<file path="src/rtl/cpu_run_ctrl_pkg.sv">
//------------------------------------------------------------------------------
// cpu_run_ctrl_pkg : shared state / halt-cause encodings for the run controller
// Rev 1.0
//------------------------------------------------------------------------------
`default_nettype none

package cpu_run_ctrl_pkg;

   typedef enum logic [1:0] {
      ST_IDLE = 2'd0,
      ST_LOAD = 2'd1,
      ST_RUN  = 2'd2,
      ST_HALT = 2'd3
   } run_state_e;

   typedef enum logic [1:0] {
      CAUSE_NONE  = 2'd0,
      CAUSE_INSTR = 2'd1,
      CAUSE_REQ   = 2'd2,
      CAUSE_WDOG  = 2'd3
   } halt_cause_e;

   // syscall encoding; the datapath never executes it
   localparam logic [31:0] HALT_INSTR_DEFAULT = 32'h0000_000C;

endpackage : cpu_run_ctrl_pkg

`default_nettype wire

</file>
<file path="src/rtl/cpu_run_ctrl_sat_counter.sv">
//------------------------------------------------------------------------------
// cpu_run_ctrl_sat_counter : up-counter with clear and all-ones saturation
// Rev 1.0
//------------------------------------------------------------------------------
`default_nettype none

module cpu_run_ctrl_sat_counter #(
   parameter int unsigned W = 8
) (
   input  logic         clk_i,
   input  logic         reset_i,
   input  logic         clr_i,
   input  logic         inc_i,
   output logic [W-1:0] count_o
);

   logic [W-1:0] count_q;
   logic [W-1:0] count_d;
   logic [W-1:0] base;

   // clear and increment together yield 1 (start of a fresh sequence)
   always_comb begin
      base    = clr_i ? '0 : count_q;
      count_d = base;
      if (inc_i && (base != '1)) begin
         count_d = base + W'(1);
      end
   end

   always_ff @(posedge clk_i) begin
      if (reset_i) begin
         count_q <= '0;
      end else begin
         count_q <= count_d;
      end
   end

   assign count_o = count_q;

endmodule : cpu_run_ctrl_sat_counter

`default_nettype wire

</file>
<file path="src/rtl/cpu_run_ctrl.sv">
//------------------------------------------------------------------------------
// cpu_run_ctrl : program loader and run/halt/step/watchdog sequencer for the CPU
// Rev 1.0
//------------------------------------------------------------------------------
`default_nettype none

module cpu_run_ctrl
   import cpu_run_ctrl_pkg::*;
#(
   parameter int unsigned ADDR_W     = 6,
   parameter int unsigned CNT_W      = 32,
   parameter int unsigned MAX_CYCLES = 0,
   parameter logic [31:0] HALT_INSTR = HALT_INSTR_DEFAULT
) (
   input  logic              clk_i,
   input  logic              reset_i,
   input  logic              ld_valid_i,
   input  logic [31:0]       ld_data_i,
   input  logic              ld_last_i,
   output logic              ld_ready_o,
   output logic              imem_we_o,
   output logic [ADDR_W-1:0] imem_wa_o,
   output logic [31:0]       imem_wd_o,
   input  logic              run_req_i,
   input  logic              step_req_i,
   input  logic              halt_req_i,
   input  logic [31:0]       instr_i,
   output logic              cpu_reset_o,
   output logic              cpu_en_o,
   output logic [1:0]        state_o,
   output logic [1:0]        halt_cause_o,
   output logic [CNT_W-1:0]  cycle_count_o,
   output logic [ADDR_W:0]   load_count_o
);

   localparam logic [ADDR_W:0] LOAD_CAP   = (ADDR_W+1)'(2**ADDR_W);
   localparam logic [CNT_W:0]  WDOG_LIMIT = (CNT_W+1)'(MAX_CYCLES);

   run_state_e        state_q;
   halt_cause_e       cause_q;
   logic [CNT_W-1:0]  cycle_count;
   logic [ADDR_W:0]   load_count;

   logic in_idle, in_load, in_run, in_halt;
   logic is_halt_instr, ld_ready, xfer, cpu_en, wdog_hit;
   logic cyc_clr, ld_clr;

   assign in_idle       = (state_q == ST_IDLE);
   assign in_load       = (state_q == ST_LOAD);
   assign in_run        = (state_q == ST_RUN);
   assign in_halt       = (state_q == ST_HALT);
   assign is_halt_instr = (instr_i == HALT_INSTR);

   // run_req in IDLE wins over a load word, so the word is refused rather than written
   assign ld_ready = !reset_i && (in_idle || in_load) && (load_count < LOAD_CAP)
                     && !(in_idle && run_req_i);
   assign xfer     = ld_valid_i && ld_ready;

   assign cpu_en = !reset_i && !halt_req_i && !is_halt_instr
                   && (in_run || (in_halt && step_req_i && !run_req_i));

   assign wdog_hit = (MAX_CYCLES != 0) && in_run && cpu_en
                     && (({1'b0, cycle_count} + (CNT_W+1)'(1)) >= WDOG_LIMIT);

   // a word taken in IDLE always starts a new program at address 0
   assign cyc_clr = in_idle && run_req_i;
   assign ld_clr  = (in_idle && xfer) || (in_halt && halt_req_i);

   cpu_run_ctrl_sat_counter #(
      .W (CNT_W)
   ) u_cycle_cnt (
      .clk_i   (clk_i),
      .reset_i (reset_i),
      .clr_i   (cyc_clr),
      .inc_i   (cpu_en),
      .count_o (cycle_count)
   );

   cpu_run_ctrl_sat_counter #(
      .W (ADDR_W + 1)
   ) u_load_cnt (
      .clk_i   (clk_i),
      .reset_i (reset_i),
      .clr_i   (ld_clr),
      .inc_i   (xfer),
      .count_o (load_count)
   );

   always_ff @(posedge clk_i) begin
      if (reset_i) begin
         state_q <= ST_IDLE;
         cause_q <= CAUSE_NONE;
      end else begin
         case (state_q)
            ST_IDLE: begin
               if (run_req_i) begin
                  state_q <= ST_RUN;
                  cause_q <= CAUSE_NONE;
               end else if (xfer && !ld_last_i) begin
                  state_q <= ST_LOAD;
               end
            end
            ST_LOAD: begin
               if (xfer && ld_last_i) begin
                  state_q <= ST_IDLE;
               end
            end
            ST_RUN: begin
               if (halt_req_i) begin
                  state_q <= ST_HALT;
                  cause_q <= CAUSE_REQ;
               end else if (is_halt_instr) begin
                  state_q <= ST_HALT;
                  cause_q <= CAUSE_INSTR;
               end else if (wdog_hit) begin
                  state_q <= ST_HALT;
                  cause_q <= CAUSE_WDOG;
               end
            end
            ST_HALT: begin
               if (halt_req_i) begin
                  state_q <= ST_IDLE;
               end else if (run_req_i) begin
                  state_q <= ST_RUN;
                  cause_q <= CAUSE_NONE;
               end
            end
            default: begin
               state_q <= ST_IDLE;
            end
         endcase
      end
   end

   assign ld_ready_o    = ld_ready;
   assign imem_we_o     = xfer;
   assign imem_wa_o     = in_load ? load_count[ADDR_W-1:0] : '0;
   assign imem_wd_o     = ld_data_i;
   assign cpu_reset_o   = reset_i || in_idle || in_load;
   assign cpu_en_o      = cpu_en;
   assign state_o       = state_q;
   assign halt_cause_o  = cause_q;
   assign cycle_count_o = cycle_count;
   assign load_count_o  = load_count;

endmodule : cpu_run_ctrl

`default_nettype wire

</file>
<file path="config.mk">
export PLATFORM = sky130hd
export DESIGN_NAME = cpu_run_ctrl
export DESIGN_NICKNAME = d
export VERILOG_FILES = /design/src/rtl/cpu_run_ctrl_pkg.sv /design/src/rtl/cpu_run_ctrl_sat_counter.sv /design/src/rtl/cpu_run_ctrl.sv
export SDC_FILE = /design/constraint.sdc
export NUM_CORES = 1
export LEC_CHECK = 0
export CORE_AREA = 4 4 93 95
export DETAILED_ROUTE_END_ITERATION = 16
export DIE_AREA = 0 0 97 99
export PLACE_DENSITY = 0.82
export REMOVE_ABC_BUFFERS = 1
export SLEW_MARGIN = 20
export SYNTH_ARGS = -nofsm -noshare
export SYNTH_HDL_FRONTEND = slang
export SYNTH_SLANG_ARGS = --single-unit
</file>
<file path="constraint.sdc">
create_clock -name clk_i -period 5.05 [get_ports clk_i]
set_clock_uncertainty 0.1 [all_clocks]
set_input_delay 0.505 -clock clk_i [delete_from_list [all_inputs] [get_ports clk_i]]
set_output_delay 0.505 -clock clk_i [all_outputs]
set_load 0.01 [all_outputs]
</file>
==> run_results.csv <==
group,metric,value,unit
route,dr.first_iter.drc_count,199,
yosys,synthTopCellsByArea,"dfxtp_1 32%, buf_4 9.3%, nand2_1 5.5%, nor2_1 5.1%, nor4_1 4.2%",
pwr,p_seq_frac,0.476,
route,ant_nets,0,
yosys,synth_ff_type,"dfxtp_1",
clocking,clock-sinks,43,
yosys,synth_top_area_share,0.323,
route,dr.pass1.iters,5,
floorplan,core-area,0.00773,mm²
clocking,cts-resized-gates,0,
pwr,ir_drop,0.108,mV
route,via_per_inst,5.58,
grt,grt_max_degree,18,
final_layout,nets,469,
pwr,p_clk_frac,0.380,
setup_path,critical_path.slowest_cell,"or3b_2",
pwr,power.internal,557,µW
placed_design,place_area,0.00342,mm²
floorplan,die_w,97,µm
clocking,cts_setup_buffers,0,
clocking,cts_buffers,5,
final_layout,multi_input_area,0.00147,mm²
setup_path,reg2reg_slack,1440,ps
pwr,p_leak,1.19,nW
yosys,synth_seq_cells,43,
sta,setup-tns-final,0,ps
sta,worst_pin_slew,1010,ps
yosys,synth_cell_type_count,45,
clocking,cts_tree,"yes",
sta,fin_crit,3790,ps
final_layout,final-seq-area,861,µm²
clocking,cts_buffer_depth,2,
clocking,hold_buffers,0,
floorplan,floorplan.initialDensity,0.345,
final_layout,antenna_cells,0,
placed_design,dp_hpwl,7210,µm
setup_path,worstSetupPathType,"input port to register",
yosys,synth.most_common_cell,"dfxtp_1",
yosys,synth_seq_area_share,0.323,
grt,overflow,0,
final_layout,fin_util,0.458,
final_layout,area.growth.synth_to_final,32.7,%
placed_design,io_buffers,91,
sta,maxSlewHeadroom,0.320,
clocking,cts_root_buf,"clkbuf_8",
clocking,cts_max_level,2,
floorplan,ios,156,
route,vias,2782,
final_layout,layout-drive-gt1-share,0.0655,
placed_design,placed_cells,491,
outcome,status,"finished, final reports clean",
setup_path,cp.required,5180,ps
grt,antenna_found_initial,0,
yosys,synth_common_cells,"43 x dfxtp_1, 39 x nand2_1, 36 x nor2_1",
final_layout,finalInstanceArea,0.00354,mm²
floorplan,die_h,99,µm
route,routed_wirelength,9050,µm
setup_path,path_max_fanout,17,
floorplan,fp-row-count,32,
yosys,avgSynthCellArea,7.81,µm²
sta,rsz0062_at_grt,"false",
sta,maxSlewViolCount,0,
setup_path,path_cells,"clkdlybuf4s50_1, or3b_2, and2_1, ha_1, nand3_1, nor3_1, and4_1, or3_1, or4_4, a21oi_2",
route,post-route-drc-count,0,
pwr,p_sw_frac,0.246,
pwr,p_comb_frac,0.144,
worst_hold_path,min_path_type,"register to register",
placed_design,gp_congestion,0.857,
yosys,async_flop_share,0,
grt,grt.total_usage,0.176,
pwr,p_sw,182,µW
yosys,syn_inst,341,
setup_path,worstPathArrival,3920,ps
sta,finalCritPeriodShare,0.750,
setup_path,startpoint_type,"input port",
pwr,power,738,µW
yosys,synth_warnings,0,
yosys,syn_area,0.00266,mm²
grt,grt_pass1_wl,13600,µm
sta,max_clock_freq,0.264,GHz
route,avgRoutedWirePerCell,18.1,µm
pwr,power.density,209,mW/mm²
setup_path,slowest_delay,670,ps
setup_path,endpoint_kind,"register",
yosys,synth_edf_count,0,
clocking,clock_latency,300,ps
final_layout,num-fill-cells,741,
grt,grt_pass1_vias,2607,
sta,setup_viol,0,
final_layout,finalNonFillerCells,499,
sta,hold_viol,0,
yosys,yosys.area.top_type,"dfxtp_1",
flow_run,maxCapViolCount,0,
floorplan,die_area,0.00960,mm²
clocking,clk_pin_slew,90,ps
[metal layers]
| layer | up-vias | share of wire | global-route usage | wire length [µm] |
|---|---|---|---|---|
| met2 | 157 | 0.43 | 0.256 | 3890 |
| met1 | 1303 | 0.44 | 0.227 | 4000 |
| met5 | - | 0.0066 | 0.0667 | 60 |
| li1 | 1309 | - | - | - |
| met4 | 2 | 0.010 | 0.0421 | 93 |
| met3 | 11 | 0.11 | 0.0899 | 1010 |
[kinds of logic after synthesis]
family / count (synthesis) / synth area share
flip-flops: 43 / 0.323
XOR/XNOR: 15 / 0.0493
multiplexers: 4 / 0.0150
buffers and inverters: 52 / 0.124
AND/OR/NAND/NOR: 172 / 0.342
adder cells (fa/ha/maj): 2 / 0.00939
AO/OA/AOI/OAI: 53 / 0.137
[layout by cell type (no fill, tap or decap), types with 2 or more instances in the layout]
cell type and count:
clkdlybuf4s50_1 91, dfxtp_1 43, nand2_1 39, nor2_1 36, nor4_1 18, a21oi_1 16, nand4_1 15, nand3_1 14
and2_1 10, xnor2_1 9, a31o_2 8, a211oi_1 7, nor3_1 7, nand2b_1 6, inv_1 6, or3_1 6
xor2_1 6, a31oi_1 6, clkbuf_8 6, and4_1 4, and3_1 4, mux2i_1 4, o21ai_0 4, nor4b_1 3
a41o_1 3, buf_4 3, o31ai_1 2, a21o_1 2, nor2b_1 2, ha_1 2
[area by class of cell]
class,count,share of cell area
Timing Repair Buffer,94,0.264
Multi-Input combinational cell,246,0.417
Tap cell,102,0.0361
Clock inverter,2,0.00991
Sequential cell,43,0.243
Inverter,6,0.00637
Clock buffer,6,0.0234
[critical path, delay by kind of cell]
kind	cells	cell delay, ps
AND/OR/NAND/NOR	7	2410
AO/OA/AOI/OAI	1	140
adder cells (fa/ha/maj)	1	230
buffers and inverters	1	620
[power by group through the flow]
| stage | logic [mW] | registers, mW | clock network, mW |
|---|---|---|---|
| final | 0.106 | 0.352 | 0.281 |
| after global routing | 0.115 | 0.353 | 0.297 |
| after CTS | 0.106 | 0.352 | 0.287 |
| after detailed placement | 0.105 | 0.360 | 0 |
| after global placement | 0.102 | 0.360 | 0 |
| after floorplan | 0.0420 | 0.360 | 0 |
[stage by stage]
step                      hold WS [ps]  worst slack (ps)
after global routing               437               934
after CTS                          417              1300
after detailed placement           403              1010
after floorplan                    397              1720
final                              421              1260
after global placement             385              1070
[registers in the layout, summed over array words and instances (netlist names)]
register	count
halt_cause_o	2
state_o	2
u_cycle_cnt.count_o	32
u_load_cnt.count_o	7
[worst paths after layout]
kind | from | to | cells after the start
worst max-delay path | run_req_i | u_cycle_cnt.count_o[11] | 10
worst min-delay path | u_cycle_cnt.count_o[16] | u_cycle_cnt.count_o[16] | 2
worst max register to register | state_o[1] | u_cycle_cnt.count_o[28] | 9
worst min register to register | u_cycle_cnt.count_o[16] | u_cycle_cnt.count_o[16] | 2
Power figures use the tool's default switching activity.
